File: config.mk
export PLATFORM = sky130hd
export DESIGN_NAME = serial_subtractor_nb
export DESIGN_NICKNAME = d
export VERILOG_FILES = /design/src/rtl/sub_pkg.sv /design/src/rtl/full_subtractor_1b.sv /design/src/rtl/serial_subtractor_nb.sv
export SDC_FILE = /design/constraint.sdc
export NUM_CORES = 1
export LEC_CHECK = 0
export CAP_MARGIN = 30
export CORE_ASPECT_RATIO = 0.9
export CORE_UTILIZATION = 25
export DETAILED_ROUTE_END_ITERATION = 16
export GPL_TIMING_DRIVEN = 0
export HOLD_SLACK_MARGIN = 0.06
export PLACE_DENSITY = 0.43
export SLEW_MARGIN = 20
export SYNTH_ARGS = -nofsm -noshare
export SYNTH_HDL_FRONTEND = slang
export SYNTH_SLANG_ARGS = --single-unit
File: constraint.sdc
create_clock -name clk -period 1.8 [get_ports clk]
set_clock_uncertainty 0.2 [all_clocks]
set_input_delay 0.36 -clock clk [delete_from_list [all_inputs] [get_ports clk]]
set_output_delay 0.36 -clock clk [all_outputs]
set_load 0.02 [all_outputs]
File: src/rtl/sub_pkg.sv
// Shared types and defaults for the subtractor/adder family.
//   sub_state_t     : serial subtractor FSM states
//   SubWidthDefault : default operand width
//   SubWidthMin     : smallest supported operand width
package sub_pkg;

    typedef enum logic [1:0] {
        S_IDLE,
        S_BUSY,
        S_DONE
    } sub_state_t;

    localparam int unsigned SubWidthDefault = 4;
    localparam int unsigned SubWidthMin     = 2;

endpackage

File: src/rtl/full_subtractor_1b.sv
// One-bit full subtractor: d = a - b - bin.
// Ports:
//   a_i    : minuend bit
//   b_i    : subtrahend bit
//   bin_i  : borrow in
//   d_o    : difference bit
//   bout_o : borrow out
module full_subtractor_1b (
    input  logic a_i,
    input  logic b_i,
    input  logic bin_i,
    output logic d_o,
    output logic bout_o
);

    always_comb begin
        d_o    = a_i ^ b_i ^ bin_i;
        // Borrow when b exceeds a, or when they match and a borrow is pending.
        bout_o = (~a_i & b_i) | (~(a_i ^ b_i) & bin_i);
    end

endmodule

File: src/rtl/serial_subtractor_nb.sv
// Bit-serial WIDTH-bit subtractor, diff = a - b - bin, LSB first, one bit per clock.
// A single full_subtractor_1b sits in a loop with a 1-bit borrow register.
// Ports:
//   clk, rst_n          : clock (rising edge), asynchronous active-low reset
//   in_valid_i/in_ready_o  : operand handshake (a_i, b_i, bin_i)
//   out_valid_o/out_ready_i: result handshake (diff_o, bout_o [, ovf_o])
//   diff_o              : a - b - bin mod 2^WIDTH, meaningful only with out_valid_o
//   bout_o              : unsigned borrow out
//   ovf_o               : signed overflow, only when SUB_OVF_FLAG_EN is defined
// Configuration macro: SUB_OVF_FLAG_EN adds the ovf_o port and the MSB capture logic.
module serial_subtractor_nb
    import sub_pkg::*;
#(
    parameter int unsigned WIDTH = SubWidthDefault
) (
    input  logic             clk,
    input  logic             rst_n,
    input  logic             in_valid_i,
    output logic             in_ready_o,
    input  logic [WIDTH-1:0] a_i,
    input  logic [WIDTH-1:0] b_i,
    input  logic             bin_i,
    output logic             out_valid_o,
    input  logic             out_ready_i,
    output logic [WIDTH-1:0] diff_o,
`ifdef SUB_OVF_FLAG_EN
    output logic             ovf_o,
`endif
    output logic             bout_o
);

    localparam int unsigned CntW = $clog2(WIDTH) + 1;
    localparam logic [CntW-1:0] CntLast = CntW'(WIDTH - 1);

    sub_state_t       state_q, state_d;
    logic             in_ready_q, in_ready_d;
    logic [CntW-1:0]  cnt_q, cnt_d;
    logic [WIDTH-1:0] a_sr_q, a_sr_d;
    logic [WIDTH-1:0] b_sr_q, b_sr_d;
    logic [WIDTH-1:0] diff_sr_q, diff_sr_d;
    logic             br_q, br_d;
    logic             bout_q, bout_d;
    logic             fs_d, fs_bout;
`ifdef SUB_OVF_FLAG_EN
    logic             a_msb_q, a_msb_d;
    logic             b_msb_q, b_msb_d;
    logic             ovf_q, ovf_d;
`endif

    full_subtractor_1b u_fs (
        .a_i    (a_sr_q[0]),
        .b_i    (b_sr_q[0]),
        .bin_i  (br_q),
        .d_o    (fs_d),
        .bout_o (fs_bout)
    );

    always_comb begin
        state_d   = state_q;
        cnt_d     = cnt_q;
        a_sr_d    = a_sr_q;
        b_sr_d    = b_sr_q;
        diff_sr_d = diff_sr_q;
        br_d      = br_q;
        bout_d    = bout_q;
`ifdef SUB_OVF_FLAG_EN
        a_msb_d   = a_msb_q;
        b_msb_d   = b_msb_q;
        ovf_d     = ovf_q;
`endif
        unique case (state_q)
            S_IDLE: begin
                if (in_valid_i && in_ready_q) begin
                    a_sr_d  = a_i;
                    b_sr_d  = b_i;
                    br_d    = bin_i;
                    cnt_d   = '0;
                    state_d = S_BUSY;
`ifdef SUB_OVF_FLAG_EN
                    a_msb_d = a_i[WIDTH-1];
                    b_msb_d = b_i[WIDTH-1];
`endif
                end
            end
            S_BUSY: begin
                a_sr_d    = a_sr_q >> 1;
                b_sr_d    = b_sr_q >> 1;
                diff_sr_d = {fs_d, diff_sr_q[WIDTH-1:1]};
                br_d      = fs_bout;
                cnt_d     = cnt_q + 1'b1;
                if (cnt_q == CntLast) begin
                    state_d = S_DONE;
                    bout_d  = fs_bout;
`ifdef SUB_OVF_FLAG_EN
                    // fs_d is the bit landing in the diff MSB on this edge.
                    ovf_d   = (a_msb_q != b_msb_q) && (fs_d != a_msb_q);
`endif
                end
            end
            S_DONE: begin
                if (out_ready_i) begin
                    state_d = S_IDLE;
                end
            end
            default: state_d = S_IDLE;
        endcase
        // Registered so in_ready stays low throughout reset and rises on the first edge after.
        in_ready_d = (state_d == S_IDLE);
    end

    always_ff @(posedge clk or negedge rst_n) begin
        if (!rst_n) begin
            state_q    <= S_IDLE;
            in_ready_q <= 1'b0;
            cnt_q      <= '0;
            a_sr_q     <= '0;
            b_sr_q     <= '0;
            diff_sr_q  <= '0;
            br_q       <= 1'b0;
            bout_q     <= 1'b0;
`ifdef SUB_OVF_FLAG_EN
            a_msb_q    <= 1'b0;
            b_msb_q    <= 1'b0;
            ovf_q      <= 1'b0;
`endif
        end else begin
            state_q    <= state_d;
            in_ready_q <= in_ready_d;
            cnt_q      <= cnt_d;
            a_sr_q     <= a_sr_d;
            b_sr_q     <= b_sr_d;
            diff_sr_q  <= diff_sr_d;
            br_q       <= br_d;
            bout_q     <= bout_d;
`ifdef SUB_OVF_FLAG_EN
            a_msb_q    <= a_msb_d;
            b_msb_q    <= b_msb_d;
            ovf_q      <= ovf_d;
`endif
        end
    end

    assign in_ready_o  = in_ready_q;
    assign out_valid_o = (state_q == S_DONE);
    assign diff_o      = diff_sr_q;
    assign bout_o      = bout_q;
`ifdef SUB_OVF_FLAG_EN
    assign ovf_o       = ovf_q;
`endif

endmodule

==> summary.txt <==
Worst Hold Class: in -> async
CTS H-tree depth: 1
met1 usage: 16.1%
critical path buffer and inverter count: 1
Worst R2R Path Depth: 4
Final GP Congestion: 0.689
initial core utilization: 26.3%
clk slew on worst S/H paths: 0.07 ns
R2R setup slack: 0.25 ns
CTS Buf Count: 3
fin area: 1290 um2
register area: 502 um2
largest net degree at the start of global routing: 21
area grow syn2layout: 31.4%
layout cells sized above 1: 15.6%
Worst EP arrival: 1.08 ns
clock sink count: 20
Max VDD drop: 811 uV
Max Cap Viol: 0
Clock Path Buffers: 2
CP endpoint kind: primary output
EDFF count, synth: 0
Detailed Route WL: 2.09 mm
largest area contributor in the netlist: dfrtp_1
clk root buf: clkbuf_8
CTS tree: yes
RSZ-0062 raised after global routing: false
Iter 0 DRT Violations: 24
worst path required time: 1.24 ns
io pins: 20
post-layout min period: 1.64 ns
final hold violations: 0
core footprint: 3730 um2
Via Count: 704
CP cell instances: nor2b_1 > clkbuf_2
Avg WL per Cell: 13.5 um
post-route antenna net violation count: 0
# diodes: 0
Max transition margin: 72.0%
post-synthesis sequential area ratio: 51.0%
Final setup viols: 0
most frequent cell after synthesis: dfrtp_1
CP Class: reg -> out
placed instance area: 1230 um2
Unique masters post-synth: 24
total power: 2.08 mW
first drt pass iteration count: 4
maximum clock rate: 0.611 GHz
GR peak layer: met2
DPL Wire Length: 1.42 mm
Critical R2R Launch: cnt_q[0]
setup TNS: 0 ns
Chip Width: 68.0 um
critical path's largest stage delay: 0.44 ns
synth warn: 0
Die ar.: 4180 um2
largest cells by area after synthesis: dfrtp_1 (51%), o2bb2ai_1 (7.1%), nand2_1 (5.7%)
PortBufs: 19
net count of the mapped netlist: 102
CTS Hold Bufs: 0
Core Rows: 21
clk_lat worst skew: 0.26 ns
vias in the first global route: 733
met2 Use GR: 17.9%
Setup Slack @ Placement: -0.0746 ns
Main synth FF type: dfrtp_1
Syn Area/Cell: 11.4 um2
CP delay by family, top: flip-flops
top cells by count, synth: dfrtp_1 (20), nand2_1 (15), o2bb2ai_1 (8)
status: complete, no violations
via-per-instance ratio: 4.54
# DRC: 0
mapped cell area: 981 um2
first-pass GRT wire length: 3.51 mm
Reg-to-Reg End: bout_o
area of the multi-input gates: 430 um2
Worst Tran Pin Value: 0.419 ns
M3 GR Usage: 4.44%
FFs w/ async S/R, synth: 100%
Layout Nets: 127
initial antenna violation count: 0
Yosys top cell area share: 51.0%
fill count: 393
final period utilization: 90.9%
Pwr Density: 1610 nW/um2
CP Max Fanout: 7
total congestion overflow: 0
final max-slew violation count: 0
number of synthesized register bits: 20
Worst setup SP type: flip-flop
Die Ht: 61.4 um
leakage: 0.622 nW
Final Core Density: 34.5%
final worst slack: 0.164 ns
Crit-path slowest cell: dfrtp_2
Gate Count Post-Synth: 86
Tot GR Track Use: 12.1%
-- registers in the layout, indices dropped and copies added, names as in the netlist --
register / count
a_sr_q: 4
b_sr_q: 4
diff_o: 4
state_q: 2
bout_o: 1
cnt_q: 3
in_ready_o: 1
br_q: 1
-- layout make-up --
type	instances	share of cell area [%]
Sequential cell	20	38.9
Multi-Input combinational cell	59	33.4
Timing Repair Buffer	20	16.1
Tap cell	46	4.47
Buffer	5	3.30
Clock buffer	3	3.20
Inverter	2	0.583
-- power by group --
part / internal, mW / switching [mW] / total [mW]
Combinational: 0.502 / 0.521 / 1.02
Clock: 0.149 / 0.139 / 0.288
Sequential: 0.639 / 0.130 / 0.768
-- placed cells by master (no fill, tap or decap), types with 2 or more instances in the layout --
cell	netlist	layout
a21oi_1	2	2
a22oi_1	7	7
and2b_1	4	4
and4b_1	2	2
buf_4	2	2
buf_6	2	2
clkbuf_8	0	3
clkdlybuf4s50_1	0	12
dfrtp_1	20	19
dlygate4sd2_1	0	2
dlymetal6s2s_1	0	4
ha_1	2	2
inv_1	2	2
mux2_2	3	3
nand2_1	15	15
nand2b_1	2	2
nor2b_1	4	4
o21ai_0	2	2
o2bb2ai_1	8	8
-- stage by stage --
step / hold WS, ns / instances
3_3_place_gp: 0.264 / 151
2_1_floorplan: -0.136 / 86
5_1_grt: 0.204 / 155
3_5_place_dp: 0.276 / 151
4_1_cts: 0.294 / 154
6_report: 0.200 / 155
-- kinds of logic after synthesis --
group / after synthesis / synth area share [%]
compound gates: 22 / 17.9
fa+ha+maj: 3 / 4.59
buf+inv: 7 / 5.10
flops: 20 / 51.0
mux: 3 / 3.44
simple gates: 31 / 18.0
-- worst register-to-register path, cell delays in order, from the launching register on --
cell and delay [ns]:
dfrtp_1 0.39, ha_1 0.20, ha_1 0.20, nand2_1 0.12, mux2_2 0.34
-- routing by layer --
layer | up-vias | part of all wire [%]
li1 | 349 | -
met5 | - | 0
met4 | 0 | 1.3
met2 | 15 | 44
met3 | 5 | 4.9
met1 | 335 | 50
-- worst max path at each step --
stage	slack, ns	endpoint	depth (start not counted)	start
floorplan	0.35	bout_o	4	cnt_q[0]
global placement	-0.07	cnt_q[1]	6	in_valid_i
detailed placement	-0.07	cnt_q[1]	6	in_valid_i
CTS	0.006	diff_o[2]	1	diff_o[2]
global route	0.10	out_valid_o	2	state_q[1]
finish	0.16	out_valid_o	2	state_q[1]
-- what timing repair did --
action | CTS | global route
pin swaps | 0 | 0
setup endpoints to repair | 3 | 5
setup buffers | 0 | 0
resized for setup | 5 | 5
hold endpoints to repair | 0 | 0
No activity file was read; power rests on OpenSTA's default activity.
